## config.mk

```make
export PLATFORM = sky130hd
export DESIGN_NAME = div_seq_flat
export DESIGN_NICKNAME = d
export VERILOG_FILES = /design/src/rtl/div_pkg.sv /design/src/rtl/div_seq_if.sv /design/src/rtl/div_seq_step.sv /design/src/rtl/div_seq.sv /design/src/flat_wrapper.sv
export SDC_FILE = /design/constraint.sdc
export NUM_CORES = 1
export LEC_CHECK = 0
export BUFFER_PORTS_ARGS = -buffer_cell sky130_fd_sc_hd__buf_2
export CORE_MARGIN = 5
export CORE_UTILIZATION = 57
export CTS_CLUSTER_DIAMETER = 100
export DETAILED_ROUTE_END_ITERATION = 12
export PLACE_DENSITY_LB_ADDON = 0.12
export SETUP_SLACK_MARGIN = 0.2
export SLEW_MARGIN = 20
export SYNTH_ARGS = -nofsm -noshare
export SYNTH_HDL_FRONTEND = slang
export SYNTH_HIERARCHICAL = 1
export SYNTH_SLANG_ARGS = --single-unit
```

## constraint.sdc

```tcl
create_clock -name clk -period 11.4 [get_ports clk]
set_input_delay 1.71 -clock clk [delete_from_list [all_inputs] [get_ports clk]]
set_output_delay 1.71 -clock clk [all_outputs]
set_load 0.005 [all_outputs]
```

## src/rtl/div_pkg.sv

```systemverilog
// Shared types and constants for the sequential divider.
package div_pkg;

  typedef enum logic [1:0] {
    DIV  = 2'b00,
    DIVU = 2'b01,
    REM  = 2'b10,
    REMU = 2'b11
  } div_op_e;

  typedef enum logic [1:0] {
    IDLE = 2'b00,
    CALC = 2'b01,
    FIX  = 2'b10,
    DONE = 2'b11
  } div_state_e;

  localparam int DIV_ITER = 32;
  localparam int CNT_W    = $clog2(DIV_ITER);

endpackage

```

## src/rtl/div_seq_if.sv

```systemverilog
// Request/result bundle between a divider client (master) and div_seq (slave).
interface div_seq_if
  import div_pkg::*;
#(
  parameter int XLEN = 32
) ();

  logic            start;
  div_op_e         op;
  logic [XLEN-1:0] opr_a;
  logic [XLEN-1:0] opr_b;
  logic            flush;
  logic            busy;
  logic            done;
  logic [XLEN-1:0] opr_res;

  modport master (output start, op, opr_a, opr_b, flush, input busy, done, opr_res);
  modport slave  (input start, op, opr_a, opr_b, flush, output busy, done, opr_res);

endinterface

```

## src/rtl/div_seq_step.sv

```systemverilog
// One restoring shift/subtract iteration; purely combinational.
module div_step #(
  parameter int W = 32
) (
  input  logic [W-1:0] rem_i,
  input  logic [W-1:0] quo_i,
  input  logic [W-1:0] dvs_i,
  output logic [W-1:0] rem_o,
  output logic [W-1:0] quo_o
);

  logic [W:0] sh;
  logic [W:0] diff;

  // Extra top bit catches both the shifted-out remainder bit and the borrow.
  always_comb begin
    sh    = {rem_i, quo_i[W-1]};
    diff  = sh - {1'b0, dvs_i};
    rem_o = sh[W-1:0];
    quo_o = {quo_i[W-2:0], 1'b0};
    if (!diff[W]) begin
      rem_o = diff[W-1:0];
      quo_o = {quo_i[W-2:0], 1'b1};
    end
  end

endmodule

```

## src/rtl/div_seq.sv

```systemverilog
// Sequential 32-bit DIV/DIVU/REM/REMU: 34-cycle latency, start ignored while busy; flush aborts.
// DIV_FASTPATH_EN: divide-by-zero and signed overflow skip CALC/FIX and finish in 1 cycle.
module div_seq
  import div_pkg::*;
#(
  parameter int XLEN = 32
) (
  input  logic       clk,
  input  logic       rst,
  div_seq_if.slave   bus
);

  localparam logic [XLEN-1:0] MIN_NEG = {1'b1, {(XLEN-1){1'b0}}};

  div_state_e       state_q, state_d;
  div_op_e          op_q, op_d;
  logic [CNT_W-1:0] cnt_q, cnt_d;
  logic [XLEN-1:0]  rem_q, rem_d, quo_q, quo_d, dvs_q, dvs_d;
  logic [XLEN-1:0]  dnd_q, dnd_d, res_q, res_d;
  logic             qneg_q, qneg_d, rneg_q, rneg_d;
  logic             dz_q, dz_d, ovf_q, ovf_d;

  logic             in_signed, a_neg, b_neg, in_dz, in_ovf, is_rem;
  logic [XLEN-1:0]  step_rem, step_quo;

  function automatic logic [XLEN-1:0] special_res(input logic rem, input logic dz,
                                                  input logic [XLEN-1:0] dnd);
    if (dz) return rem ? dnd : '1;
    return rem ? '0 : MIN_NEG;
  endfunction

  div_step #(.W(XLEN)) u_step (
    .rem_i (rem_q),
    .quo_i (quo_q),
    .dvs_i (dvs_q),
    .rem_o (step_rem),
    .quo_o (step_quo)
  );

  assign in_signed = (bus.op == DIV) || (bus.op == REM);
  assign a_neg     = in_signed && bus.opr_a[XLEN-1];
  assign b_neg     = in_signed && bus.opr_b[XLEN-1];
  assign in_dz     = (bus.opr_b == '0);
  assign in_ovf    = in_signed && (bus.opr_a == MIN_NEG) && (bus.opr_b == '1);
  assign is_rem    = (op_q == REM) || (op_q == REMU);

  always_comb begin
    state_d = state_q;
    op_d    = op_q;
    cnt_d   = cnt_q;
    rem_d   = rem_q;
    quo_d   = quo_q;
    dvs_d   = dvs_q;
    dnd_d   = dnd_q;
    res_d   = res_q;
    qneg_d  = qneg_q;
    rneg_d  = rneg_q;
    dz_d    = dz_q;
    ovf_d   = ovf_q;
    case (state_q)
      IDLE: begin
        if (bus.start) begin
          op_d    = bus.op;
          dnd_d   = bus.opr_a;
          dz_d    = in_dz;
          ovf_d   = in_ovf;
          qneg_d  = a_neg ^ b_neg;
          rneg_d  = a_neg;
          rem_d   = '0;
          quo_d   = a_neg ? -bus.opr_a : bus.opr_a;
          dvs_d   = b_neg ? -bus.opr_b : bus.opr_b;
          cnt_d   = '0;
          state_d = CALC;
`ifdef DIV_FASTPATH_EN
          if (in_dz || in_ovf) begin
            res_d   = special_res((bus.op == REM) || (bus.op == REMU), in_dz, bus.opr_a);
            state_d = DONE;
          end
`endif
        end
      end
      CALC: begin
        rem_d = step_rem;
        quo_d = step_quo;
        cnt_d = cnt_q + CNT_W'(1);
        if (cnt_q == CNT_W'(DIV_ITER - 1)) state_d = FIX;
      end
      FIX: begin
        if (dz_q || ovf_q) res_d = special_res(is_rem, dz_q, dnd_q);
        else if (is_rem)   res_d = rneg_q ? -rem_q : rem_q;
        else               res_d = qneg_q ? -quo_q : quo_q;
        state_d = DONE;
      end
      DONE:    state_d = IDLE;
      default: state_d = IDLE;
    endcase
    // Abort wins over everything, including a result about to be loaded.
    if (bus.flush) begin
      state_d = IDLE;
      res_d   = res_q;
    end
  end

  always_ff @(posedge clk or posedge rst) begin
    if (rst) begin
      state_q <= IDLE;
      op_q    <= DIV;
      cnt_q   <= '0;
      rem_q   <= '0;
      quo_q   <= '0;
      dvs_q   <= '0;
      dnd_q   <= '0;
      res_q   <= '0;
      qneg_q  <= 1'b0;
      rneg_q  <= 1'b0;
      dz_q    <= 1'b0;
      ovf_q   <= 1'b0;
    end else begin
      state_q <= state_d;
      op_q    <= op_d;
      cnt_q   <= cnt_d;
      rem_q   <= rem_d;
      quo_q   <= quo_d;
      dvs_q   <= dvs_d;
      dnd_q   <= dnd_d;
      res_q   <= res_d;
      qneg_q  <= qneg_d;
      rneg_q  <= rneg_d;
      dz_q    <= dz_d;
      ovf_q   <= ovf_d;
    end
  end

  assign bus.busy    = (state_q != IDLE);
  assign bus.done    = (state_q == DONE);
  assign bus.opr_res = res_q;

endmodule

```

## src/flat_wrapper.sv

```systemverilog
// flat-port wrapper written by rule: the top's interface ports become plain ports
module div_seq_flat import div_pkg::*;
#(
  parameter int XLEN = 32
)
  (clk, rst, bus_start, bus_op, bus_opr_a, bus_opr_b, bus_flush, bus_busy, bus_done, bus_opr_res);
  div_seq_if #(.XLEN(XLEN)) bus_i ();
  input  logic clk;
  input  logic rst;
  input wire logic [$bits(bus_i.start)-1:0] bus_start;
  input wire logic [$bits(bus_i.op)-1:0] bus_op;
  input wire logic [$bits(bus_i.opr_a)-1:0] bus_opr_a;
  input wire logic [$bits(bus_i.opr_b)-1:0] bus_opr_b;
  input wire logic [$bits(bus_i.flush)-1:0] bus_flush;
  output wire logic [$bits(bus_i.busy)-1:0] bus_busy;
  output wire logic [$bits(bus_i.done)-1:0] bus_done;
  output wire logic [$bits(bus_i.opr_res)-1:0] bus_opr_res;
  assign bus_i.start = bus_start;
  assign bus_i.op = bus_op;
  assign bus_i.opr_a = bus_opr_a;
  assign bus_i.opr_b = bus_opr_b;
  assign bus_i.flush = bus_flush;
  assign bus_busy = bus_i.busy;
  assign bus_done = bus_i.done;
  assign bus_opr_res = bus_i.opr_res;
  div_seq #(.XLEN(XLEN)) u_core (.clk(clk), .rst(rst), .bus(bus_i));
endmodule
```

Word level (Yosys, flattened, before mapping)
Index checks and enable logic that the tools add are counted.
{ "classes": {"muxes": 25, "bitwise": 2, "eq_ne": 12, "add_sub_neg": 6, "n_reduce_logical": 16} }
{ "op_table": {"columns": ["cell", "count"], "rows": [
  ["$mux 32", 13],
  ["$neg 32->32", 4],
  ["$pmux 32 s2", 2],
  ["$eq 32x32->1 const B", 2],
  ["$sub 33x32->33", 1],
  ["$logic_not 32->1", 1],
  ["$eq 2x2->1 const B", 5],
  ["$pmux 5 s2", 1],
  ["$pmux 2 s4", 1],
  ["$reduce_and 2->1", 4],
  ["$mux 2", 3],
  ["$add 5x1->5 const B", 1],
  ["$eq 5x5->1 const B", 1],
  ["$mux 5", 1],
  ["$logic_and 1x1->1", 4],
  ["$logic_not 2->1", 2],
  ["$mux 1", 4],
  ["$reduce_bool 2->1", 2],
  ["$logic_or 1x1->1", 3],
  ["$ne 3x2->1 const B", 1],
  ["$ne 3x3->1 const B", 1],
  ["$eq 2x1->1 const B", 1],
  ["$ne 2x2->1 const B", 1],
  ["$not 1->1", 1],
  ["$xor 1x1->1", 1]
]} }
{ "totals": {"word_cells": 73, "in_bits": 70, "out_inout_bits": 34, "regBits": 173} }

Logic depth before layout (Yosys ltp)
Gate-level depths: netlist of the first run.
{ "logic_depth": {"ltp_word": 6, "ltp_mapped": 16, "ltp_nobuf": 14} }

Hierarchy
The synthesis of the first run kept the hierarchy.
{ "modules_own_cells": {"columns": ["module", "area_each_um2", "n_inst", "seq_area_each_um2", "cells_each"], "rows": [
  ["div_seq", 10075.9, 1, 4304.1, 1106],
  ["div_step", 2591.2, 1, 0.0, 336]
]} }

Worst setup path before layout of the first run
No wires, ideal clock.
{ "synth_timing": {"path_kind": "input -> register", "startpoint": "input port bus_opr_a[6]", "endpoint": "register u_core.quo_q[30]", "required_ns": 11.266, "slack_ns": 7.725, "arrival_ns": 3.541, "cell_stages": 8, "setup_ns": 0.134, "path_cell_list": "or4_1 > clkbuf_1 > or4_1 > clkbuf_1 > nor3_2 > a21oi_1 > xnor2_1 > o21ai_0"} }
{ "synth_via": {"elab_chain_cells": 4} }
{ "synth_lines": {"columns": ["item", "line_no", "text"], "rows": [
  ["from (decl)", "flat_wrapper.sv:12", "input wire logic [$bits(bus_i.opr_a)-1:0] bus_opr_a;"],
  ["$neg 32->32", "div_seq.sv:70", "quo_d = a_neg ? -bus.opr_a : bus.opr_a;"],
  ["$mux 32", "div_seq.sv:70", null],
  ["$mux 32", "div_seq.sv:62", "if (bus.start) begin"],
  ["$pmux 32 s2", "div_seq.sv:60", "case (state_q)"],
  ["to (signal assigned)", "div_seq.sv:123", "quo_q <= quo_d;"],
  ["to (decl)", "div_seq.sv:18", "logic [XLEN-1:0] rem_q, rem_d, quo_q, quo_d, dvs_q, dvs_d;"]
]} }
Every way passes these cells. The select of a mux whose other input is x is not followed.
A chain may end at the register's enable or synchronous reset.

Final worst setup path of the first run
{ "layout_timing": {"startpoint": "register u_core.quo_q[31]", "endpoint": "register u_core.rem_q[5]"} }
{ "layout_via": {"elab_chain_cells": 3} }
{ "layout_lines": {"columns": ["item", "line_no", "text"], "rows": [
  ["$sub 33x32->33", "div_seq_step.sv:18", "diff = sh - {1'b0, dvs_i};"],
  ["$mux 32", "div_seq_step.sv:21", "if (!diff[W]) begin"],
  ["named net u_core.step_rem[5]", "div_seq.sv:24", "logic [XLEN-1:0] step_rem, step_quo;"],
  ["$pmux 32 s2", "div_seq.sv:60", null],
  ["to (signal assigned)", "div_seq.sv:122", "rem_q <= rem_d;"],
  ["to (decl)", "div_seq.sv:18", null]
]} }
The timed path passes the listed nets, and every way through them passes these cells.

==> results.md, run 1 <==
* Status: completed
* Final Net Count at 1574
* Post-synth top flop: dfrtp_1
* Fin worst setup slack at 7.38 ns
* Antenna violation net count after detailed routing at 0
* First-pass GRT wire length at 58.0 mm
* I/O Buffers at 103
* Clock Skews at 0.0150 ns
* Total Wirelength at 35.8 mm
* WP data arrival at 4.35 ns
* Share of layout cells above drive strength 1 at 16.8%
* Post-CTS Hold Buffers at 0
* Gr ovfl total at 0
* Crit. End Element: flip-flop
* RSZ-0062 raised after global routing: false
* Area of the mapped netlist at 12700 µm²
* Initial DRC Count at 1064
* Post-detail-place hpwl at 25.9 mm
* # rows at 54
* Residual DRC at 0
* Min-Delay Endpoint: u_core/bus.opr_res[0]$_DFFE_PP0P_
* CP cell instances: inv_1 -> ha_1 -> fa_1 -> and2b_1 -> o2111ai_2 -> a21oi_2 -> o2111ai_1 -> a211oi_2 -> nor2_4 -> mux2i_4 -> and2_4 -> inv_8 -> mux2_2 -> a22o_2
* Mux contribution to synthesized area at 6.84%
* Max stage delay cell, worst path: dfrtp_1
* Layout filler cell count at 1983
* Commonest non-fill, non-tap cell in the layout: dfrtp_1
* Initial core utilization at 58.0%
* Simple-gate share of the synthesized area at 16.6%
* Worst hold stages at 2
* Worst r2r dst: u_core/rem_q[5]$_DFFE_PP0P_
* Fin. Hold Viols at 0
* Most frequent cells in the layout: dfrtp_1, o21ai_0, nand2_1
* Largest net degree at the start of global routing at 90
* CTS Sinks at 172
* Max clock buf depth at 2
* Worst path required time at 11.73 ns
* R2R Setup Slk at 7.38 ns
* Post-Syn Instances at 1442
* Part of the cycle the worst path needs at 35.3%
* Pleak at 0.00594 µW
* Synth Register Bits at 172
* CP Launch Point: u_core/quo_q[31]$_DFFE_PP0P_
* Core ar. at 21800 µm²
* Max-cap violations at 0
* Router iterations before antenna repair at 5
* Cell area power density at 361 nW/µm²
* Routed length per instance at 20.4 µm
* Fin crit period at 4.02 ns
* Via density at 6.31
* Synth Warn # at 6
* Pre-CTS setup slack at 7.26 ns
* Root buf cell: clkbuf_16
* Ys async rst share at 100%
* Crit start category: flip-flop
* Cts repair resizes at 0
* Slew margin rel. at 30.9%
* Placer Congestion at 0.941
* Max-slew violations at 0
* Die Ht at 159 µm
* Synth Area in XOR/XNOR at 9.33%
* Fmax at 248 MHz
* Largest delay share family, worst path: compound AO/OA/AOI/OAI gates
* Worst r2r src: u_core/quo_q[31]$_DFFE_PP0P_
* Clock insertion delay at the later pin of the skew report at 0.44 ns
* Worst-Margin Slew at 1.03 ns
* Setup violations, final at 0
* Origin of the worst min-delay path: u_core/bus.opr_res[0]$_DFFE_PP0P_
* FF-to-FF path depth at 14
* Worst Hold Class: reg2reg
* Initial antenna violation count at 0
* Cell variety after synth at 86
* Crit Path Max Fanout at 24
* Sequential element share of the synthesized area at 34.0%
* # IOs at 104
* Clock transition at path regs at 0.07 ns
* GRT Util Overall at 27.8%
* Vias in the first global route at 10600
* Vias at 11100
* Average size of a mapped cell at 8.78 µm²
* Cts bufs inserted at 17
* Crit Path Category: reg2reg
* Number of flops mapped to enable cells by yosys at 0
* Adder-cell share of the synthesized area at 4.41%
* Area added between synthesis and finish at 7.45%
* Largest family of logic cells by synthesized area: compound AO/OA/AOI/OAI gates
* Critical path's largest stage delay at 0.48 ns
* H-tree Lvls at 4
* Diodes inserted at 0
* Syn nets at 1556
* CTS tree: done
* TNS Setup at 0 ns
* Compound-Gate Fraction of Synth Area at 22.0%
* Die Span X at 159 µm
* Buf/Inv on CP at 2
* Total die area at 25300 µm²
* Max rail drop VDD at 336 µV
* Post-CTS setup buffer count at 0
[worst min-delay path, delay by kind of cell (launching register included)]
family,cells,cell delay [ns]
compound gates,1,0.06
simple gates,1,0.04
flops,1,0.34
[how the worst max path moves through the flow]
stage               cells past startpoint                                 to  slack [ns]
CTS                                    14        u_core/rem_q[5]$_DFFE_PP0P_        7.43
finish                                 14        u_core/rem_q[5]$_DFFE_PP0P_        7.38
global placement                        7       u_core/dvs_q[23]$_DFFE_PP0P_        7.26
global route                           14        u_core/rem_q[5]$_DFFE_PP0P_        7.22
floorplan                               1  u_core/bus.opr_res[0]$_DFFE_PP0P_        5.03
detailed placement                      7       u_core/dvs_q[27]$_DFFE_PP0P_        7.26
[flip-flops by register name, summed over array words and instances (netlist names)]
name,flops
u_core/bus.opr_res,32
u_core/op_q,1
u_core/rem_q,32
u_core/qneg_q,1
u_core/rneg_q,1
u_core/state_q,2
u_core/dnd_q,32
u_core/cnt_q,5
u_core/ovf_q,1
u_core/dvs_q,32
u_core/dz_q,1
u_core/quo_q,32
[routing by layer]
| layer | global-route usage (%) | part of all wire [%] | up-vias |
|---|---|---|---|
| met1 | 41.7 | 46 | 5333 |
| met3 | 3.91 | 6.4 | 59 |
| met5 | 0 | 0 | - |
| li1 | - | - | 5243 |
| met4 | 7.60 | 2.3 | 0 |
| met2 | 42.2 | 45 | 423 |
[final cells by class]
type	instances	area, µm²	area share (%)
Clock buffer	17	425	3.13
Multi-Input combinational cell	1097	7530	55.3
Inverter	58	230	1.69
Sequential cell	172	4300	31.6
Timing Repair Buffer	114	602	4.42
Clock inverter	15	171	1.26
Tap cell	280	350	2.57
[power breakdown]
part           internal, µW  switching [µW]
logic                  1330            1730
registers               895             371
clock network           297             294
total                  2520            2400
[metrics by stage]
stage          power (µW)  instances  utilization (%)  area, µm²  hold WS (ns)
2_1_floorplan        3650       1442                -      12700         0.445
3_3_place_gp         4200       1721             59.6      13000         0.463
3_5_place_dp         4240       1721             59.6      13000         0.469
4_1_cts              4860       1753             62.3      13600         0.486
5_1_grt              5270       1753             62.4      13600         0.514
6_report             4910       1753             62.4      13600         0.476
[cells by family (layout without fill, tap and decap cells)]
logic type                 after synthesis  after routing
AOI/OAI and AO/OA                      437            437
DFF                                    172            172
buffers and inverters                  173            204
adders and majority gates               44             44
muxes                                   71             71
xor gates and xnor gates               135            135
and+or+nand+nor                        410            410
[synthesized netlist by cell type, types with 5 or more instances]
master / instances / area share [%]
o211ai_1: 7 / 0.41
and3_1: 11 / 0.54
nor4_1: 18 / 0.89
o41ai_1: 12 / 0.83
dfrtp_1: 172 / 34
xor2_1: 73 / 5.0
buf_4: 34 / 2.0
ha_1: 43 / 4.2
o21ai_0: 160 / 6.3
nor2_1: 78 / 2.3
nand2_1: 133 / 3.9
inv_1: 57 / 1.7
or3_1: 9 / 0.44
nor3_1: 27 / 1.1
o221ai_1: 12 / 0.83
mux2i_1: 13 / 1.0
nand3b_1: 12 / 0.71
nand2b_1: 13 / 0.64
a211oi_1: 5 / 0.30
nand3_1: 29 / 1.1
mux2_4: 19 / 2.3
a21oi_1: 82 / 3.2
nor3b_1: 5 / 0.30
o31ai_1: 25 / 1.5
o21a_1: 12 / 0.71
buf_1: 5 / 0.15
nand4_1: 17 / 0.84
mux2_2: 38 / 3.4
nor2b_1: 6 / 0.30
a31oi_1: 16 / 0.79
or2_2: 10 / 0.49
or4_1: 13 / 0.77
a221oi_1: 7 / 0.48
a22o_1: 33 / 2.3
clkbuf_1: 69 / 2.0
o22ai_1: 8 / 0.40
a21o_1: 17 / 1.0
xnor2_1: 62 / 4.3
No activity file was read; power rests on OpenSTA's default activity.
==> run 2, diff against run 1 <==
==> constraint.sdc (replaced) <==
create_clock -name clk -period 4.1 [get_ports clk]
set_input_delay 0.615 -clock clk [delete_from_list [all_inputs] [get_ports clk]]
set_output_delay 0.615 -clock clk [all_outputs]
set_load 0.005 [all_outputs]
==> run 2 against run 1 <==
Net effect: final area rose by 0.54%; first-iteration DRC count grew 8.6%; hold slack lost 0.17 ns; setup slack lost 7.0 ns; largest cell class unchanged; combinational power rose to 2.8 times the previous value; via count up 1.8%; power grew to 2.8 times the previous value; critical path depth is 1 lower; clock power rose to 2.8 times the previous value; global-route usage up 0.11 points; clock skew rose by 0.0010 ns.
==> results.md, run 2 (synthesis gave the netlist of run 1 again) <==
* Status: completed
* Met3 wire len at 2.44 mm
* Routed length on met1 at 16.8 mm
* Commonest non-fill, non-tap cell in the layout: dfrtp_1
* Crit Path Category: reg2reg
* Initial DRC Count at 1155
* Clock Skews at 0.0160 ns
* Crit Path Max Fanout at 24
* Pre-CTS setup slack at 0.358 ns
* Total Wirelength at 36.5 mm
* Share of layout cells above drive strength 1 at 17.1%
* CP cell instances: inv_1 -> fa_1 -> and2b_1 -> o2111ai_2 -> a21oi_2 -> o2111ai_1 -> a211oi_2 -> nor2_4 -> mux2i_4 -> and2_4 -> inv_8 -> mux2_2 -> a22o_2
* Critical path's largest stage delay at 0.49 ns
* Die Span X at 159 µm
* WP data arrival at 4.05 ns
* Via density at 6.39
* Residual DRC at 0
* # rows at 54
* Initial antenna violation count at 0
* I/O Buffers at 103
* Final Net Count at 1581
* Max stage delay cell, worst path: dfrtp_1
* Max clock buf depth at 2
* Gr ovfl total at 0
* # IOs at 104
* Fin crit period at 3.71 ns
* TNS Setup at 0 ns
* Fmax at 270 MHz
* Die Ht at 159 µm
* Pleak at 0.00597 µW
* Most frequent cells in the layout: dfrtp_1, o21ai_0, nand2_1
* Area added between synthesis and finish at 8.03%
* Largest net degree at the start of global routing at 173
* First-pass GRT wire length at 57.9 mm
* Diodes inserted at 0
* Worst Hold Class: in2async
* Root buf cell: clkbuf_16
* Initial core utilization at 58.0%
* Cell area power density at 1010 nW/µm²
* Antenna violation net count after detailed routing at 0
* Clock insertion delay at the later pin of the skew report at 0.45 ns
* Vias at 11300
* Placer Congestion at 0.900
* Worst-Margin Slew at 1.09 ns
* Clock transition at path regs at 0.08 ns
* Post-CTS setup buffer count at 0
* Max-cap violations at 0
* Largest delay share family, worst path: compound AO/OA/AOI/OAI gates
* Part of the cycle the worst path needs at 90.4%
* Worst path required time at 4.44 ns
* GRT Util Overall at 27.9%
* Fin worst setup slack at 0.394 ns
* RSZ-0062 raised after global routing: false
* Post-CTS Hold Buffers at 0
* Routed length per instance at 20.7 µm
* Total die area at 25300 µm²
* Max-slew violations at 0
* H-tree Lvls at 4
* Slew margin rel. at 27.3%
* Cts repair resizes at 0
* Crit start category: flip-flop
* CTS Sinks at 172
* Cts bufs inserted at 17
* Buf/Inv on CP at 2
* CTS tree: done
* Max rail drop VDD at 686 µV
* Core ar. at 21800 µm²
* Routed wl met2 at 16.6 mm
* Setup violations, final at 0
* Crit. End Element: flip-flop
* Vias in the first global route at 10600
* Top Metal Used: met4
* Router iterations before antenna repair at 6
* Fin. Hold Viols at 0
* Post-detail-place hpwl at 26.1 mm
* R2R Setup Slk at 0.39 ns
-- run 2: per-layer routing --
layer	global-route usage, %	vias up
met1	41.4	5475
met4	6.90	0
met3	4.22	48
li1	-	5274
met2	43.1	458
met5	0	-
-- run 2: power breakdown --
group | internal, µW | total (µW) | switching (µW)
clock | 874 | 1670 | 792
sequential | 2490 | 3470 | 986
combinational | 3750 | 8650 | 4900
total | 7110 | 13800 | 6680
-- run 2: worst paths after layout --
kind	start	to	depth (start not counted)
worst max-delay path	u_core/rem_q[0]$_DFFE_PP0P_	u_core/rem_q[5]$_DFFE_PP0P_	13
worst min register to register	u_core/bus.opr_res[7]$_DFFE_PP0P_	u_core/bus.opr_res[7]$_DFFE_PP0P_	2
min in group clk	bus_flush	u_core/state_q[1]$_DFFE_PP0P_	2
max in group asynchronous	rst	u_core/rem_q[18]$_DFFE_PP0P_	3
worst min-delay path	rst	u_core/dvs_q[4]$_DFFE_PP0P_	3
worst max register to register	u_core/rem_q[0]$_DFFE_PP0P_	u_core/rem_q[5]$_DFFE_PP0P_	13
-- run 2: cell type report --
type / count / area, µm²
clock inverter: 15 / 175
fill: 1968 / 8140
tap: 280 / 350
inverter: 58 / 229
timing repair buffer: 121 / 676
sequential: 172 / 4300
multi-input combinational: 1097 / 7520
clock buffer: 17 / 425
-- run 2: worst register-to-register path, stage by stage (launching register included) --
cell       delay [ns]
dfrtp_1          0.49
inv_1            0.10
fa_1             0.47
and2b_1          0.25
o2111ai_2        0.13
a21oi_2          0.22
o2111ai_1        0.22
a211oi_2         0.34
nor2_4           0.10
mux2i_4          0.23
and2_4           0.23
inv_8            0.23
mux2_2           0.38
a22o_2           0.22
-- run 2: per-stage QoR --
stage	area, µm²	hold WS [ns]	util, %	total power [µW]	cells
finish	13700	0.309	62.7	13800	1760
global route	13700	0.384	62.7	14800	1760
CTS	13700	0.367	62.6	13600	1758
detailed placement	13100	0.460	59.9	11900	1726
global placement	13100	0.453	59.9	11700	1726
floorplan	12700	0.445	-	10200	1442
==> run 3, diff against run 2 <==
==> constraint.sdc (replaced) <==
create_clock -name clk -period 4.1 [get_ports clk]
set_input_delay 0.205 -clock clk [delete_from_list [all_inputs] [get_ports clk]]
set_output_delay 0.205 -clock clk [all_outputs]
set_load 0.005 [all_outputs]
==> run 3 against run 2 <==
Net effect: via count is the same; sequential cell count stayed put; die area stayed put; wire length shrank 1.7%; maximum frequency barely moved; sequential share of layout area is 0.057 points lower; core utilization up 0.11 points; sequential power is essentially flat; count of clock-buffer cells in the layout unchanged; combinational power decreased by 0.6%; clock skew is 0.0017 ns lower; register-to-register slack hardly changed; critical path type unchanged.
==> results.md, run 3 (synthesis gave the netlist of run 1 again) <==
* Crit Path Category: reg2reg
* H-tree Lvls at 4
* Root buf cell: clkbuf_16
* Area added between synthesis and finish at 8.23%
* Fin crit period at 3.71 ns
* Crit Path Max Fanout at 24
* CP cell instances: inv_1 -> fa_1 -> and2b_1 -> o2111ai_2 -> a21oi_2 -> o2111ai_1 -> a211oi_2 -> nor2_4 -> mux2i_4 -> and2_4 -> inv_8 -> mux2_2 -> a22o_2
* Max-slew violations at 0
* Commonest non-fill, non-tap cell in the layout: dfrtp_1
* Worst Hold Class: in2async
* Fin. Hold Viols at 0
* Critical path's largest stage delay at 0.49 ns
* Cts repair resizes at 0
* R2R Setup Slk at 0.39 ns
* Clock Skews at 0.0143 ns
* Placed Cells incl. Taps at 1727
* Initial core utilization at 58.0%
* Clock transition at path regs at 0.08 ns
* RSZ-0062 raised after global routing: false
* Status: completed
* Max rail drop VDD at 632 µV
* Cell area power density at 1000 nW/µm²
* Cts bufs inserted at 17
* Fmax at 270 MHz
* FF-to-FF path depth at 13
* Post-DP Area at 13100 µm²
* I/O Buffers at 103
* Crit start category: flip-flop
* Vias in the first global route at 10500
* Gr ovfl total at 0
* Diodes inserted at 0
* First-pass GRT wire length at 57.0 mm
* Total Wirelength at 35.9 mm
* Final Net Count at 1584
* CTS tree: done
* Pleak at 0.00598 µW
* Crit. End Element: flip-flop
* Most frequent cells in the layout: dfrtp_1, o21ai_0, nand2_1
* Vias at 11300
* Layout filler cell count at 1952
* Largest net degree at the start of global routing at 173
* Final instance area at 13700 µm²
* Die Ht at 159 µm
* # rows at 54
* Post-detail-place hpwl at 25.9 mm
* Antenna violation net count after detailed routing at 0
* Part of the cycle the worst path needs at 90.5%
* Max-cap violations at 0
* Placer Congestion at 0.901
* GRT Util Overall at 27.5%
* Total power at 13700 µW
* CTS Sinks at 172
* Share of layout cells above drive strength 1 at 17.1%
* Slew margin rel. at 32.4%
* Router iterations before antenna repair at 6
* Max clock buf depth at 2
* Via density at 6.38
* Clock insertion delay at the later pin of the skew report at 0.44 ns
* Total die area at 25300 µm²
* Worst r2r dst: u_core/rem_q[5]$_DFFE_PP0P_
* Die Span X at 159 µm
* Hold slack at 0.00865 ns
* WP data arrival at 4.04 ns
* Worst-Margin Slew at 1.01 ns
* Worst path required time at 4.43 ns
* Worst r2r src: u_core/rem_q[0]$_DFFE_PP0P_
* Core ar. at 21800 µm²
* TNS Setup at 0 ns
* Routed length per instance at 20.3 µm
* Setup violations, final at 0
* Initial DRC Count at 1131
* Cell Count, Final, Fillers Out at 1763
* Initial antenna violation count at 0
* # IOs at 104
* Residual DRC at 0
* Max stage delay cell, worst path: dfrtp_1
[run 3: changes by cell type in the layout (fill, tap and decap cells not counted), sizes merged]
cell	change
clkinvlp	+1
dlygate4sd3	+2
clkinv	-2
buf	+1
inv	+1
[run 3: timing repair]
item | in CTS | in global routing
hold buffers | 2 | 0
hold endpoints to repair | 3 | 0
setup endpoints to repair | 0 | 23
setup buffers | 0 | 2
[run 3: final cells by class]
cell class	count	area, µm²	share of cell area [%]
Clock inverter	15	173	1.26
Inverter	58	229	1.67
Timing Repair Buffer	124	703	5.13
Multi-Input combinational cell	1097	7520	54.9
Sequential cell	172	4300	31.4
Tap cell	280	350	2.56
Clock buffer	17	425	3.10
[run 3: power breakdown]
| group | switching, µW | leakage, µW | internal, µW |
|---|---|---|---|
| logic | 4840 | 0.00354 | 3750 |
| clock network | 782 | 0.000289 | 875 |
| registers | 973 | 0.00216 | 2490 |
| total | 6600 | 0.00598 | 7120 |
[run 3: worst max path at each step]
stage                                      start                            to  slack, ns  depth (start not counted)
floorplan           u_core/quo_q[31]$_DFFE_PP0P_  u_core/rem_q[10]$_DFFE_PP0P_       0.63                         16
global placement     u_core/rem_q[0]$_DFFE_PP0P_   u_core/rem_q[5]$_DFFE_PP0P_       0.46                         13
detailed placement   u_core/rem_q[0]$_DFFE_PP0P_   u_core/rem_q[5]$_DFFE_PP0P_       0.35                         13
CTS                  u_core/rem_q[0]$_DFFE_PP0P_  u_core/rem_q[16]$_DFFE_PP0P_       0.32                         13
global route         u_core/rem_q[0]$_DFFE_PP0P_   u_core/rem_q[5]$_DFFE_PP0P_       0.21                         13
finish               u_core/rem_q[0]$_DFFE_PP0P_   u_core/rem_q[5]$_DFFE_PP0P_       0.39                         13
[run 3: per-layer routing]
metal	part of all wire, %	routed length, µm	global-route usage (%)
met2	45	16200	42.1
met4	2.1	758	6.36
met1	45	16300	40.7
met5	0	0	0
met3	7.3	2620	4.84
[run 3: through the flow]
stage,worst slack (ns),utilization [%]
after global routing,0.210,62.8
after floorplan,0.634,-
after CTS,0.320,62.8
after detailed placement,0.353,59.9
final,0.391,62.8
after global placement,0.455,59.9
[run 3: critical path: cells and delay by family, from the launching register on]
kind | cells | cell delay (ns)
mux | 2 | 0.59
simple gates | 3 | 0.58
fa+ha+maj | 1 | 0.46
compound gates | 5 | 1.17
flops | 1 | 0.49
buf+inv | 2 | 0.34
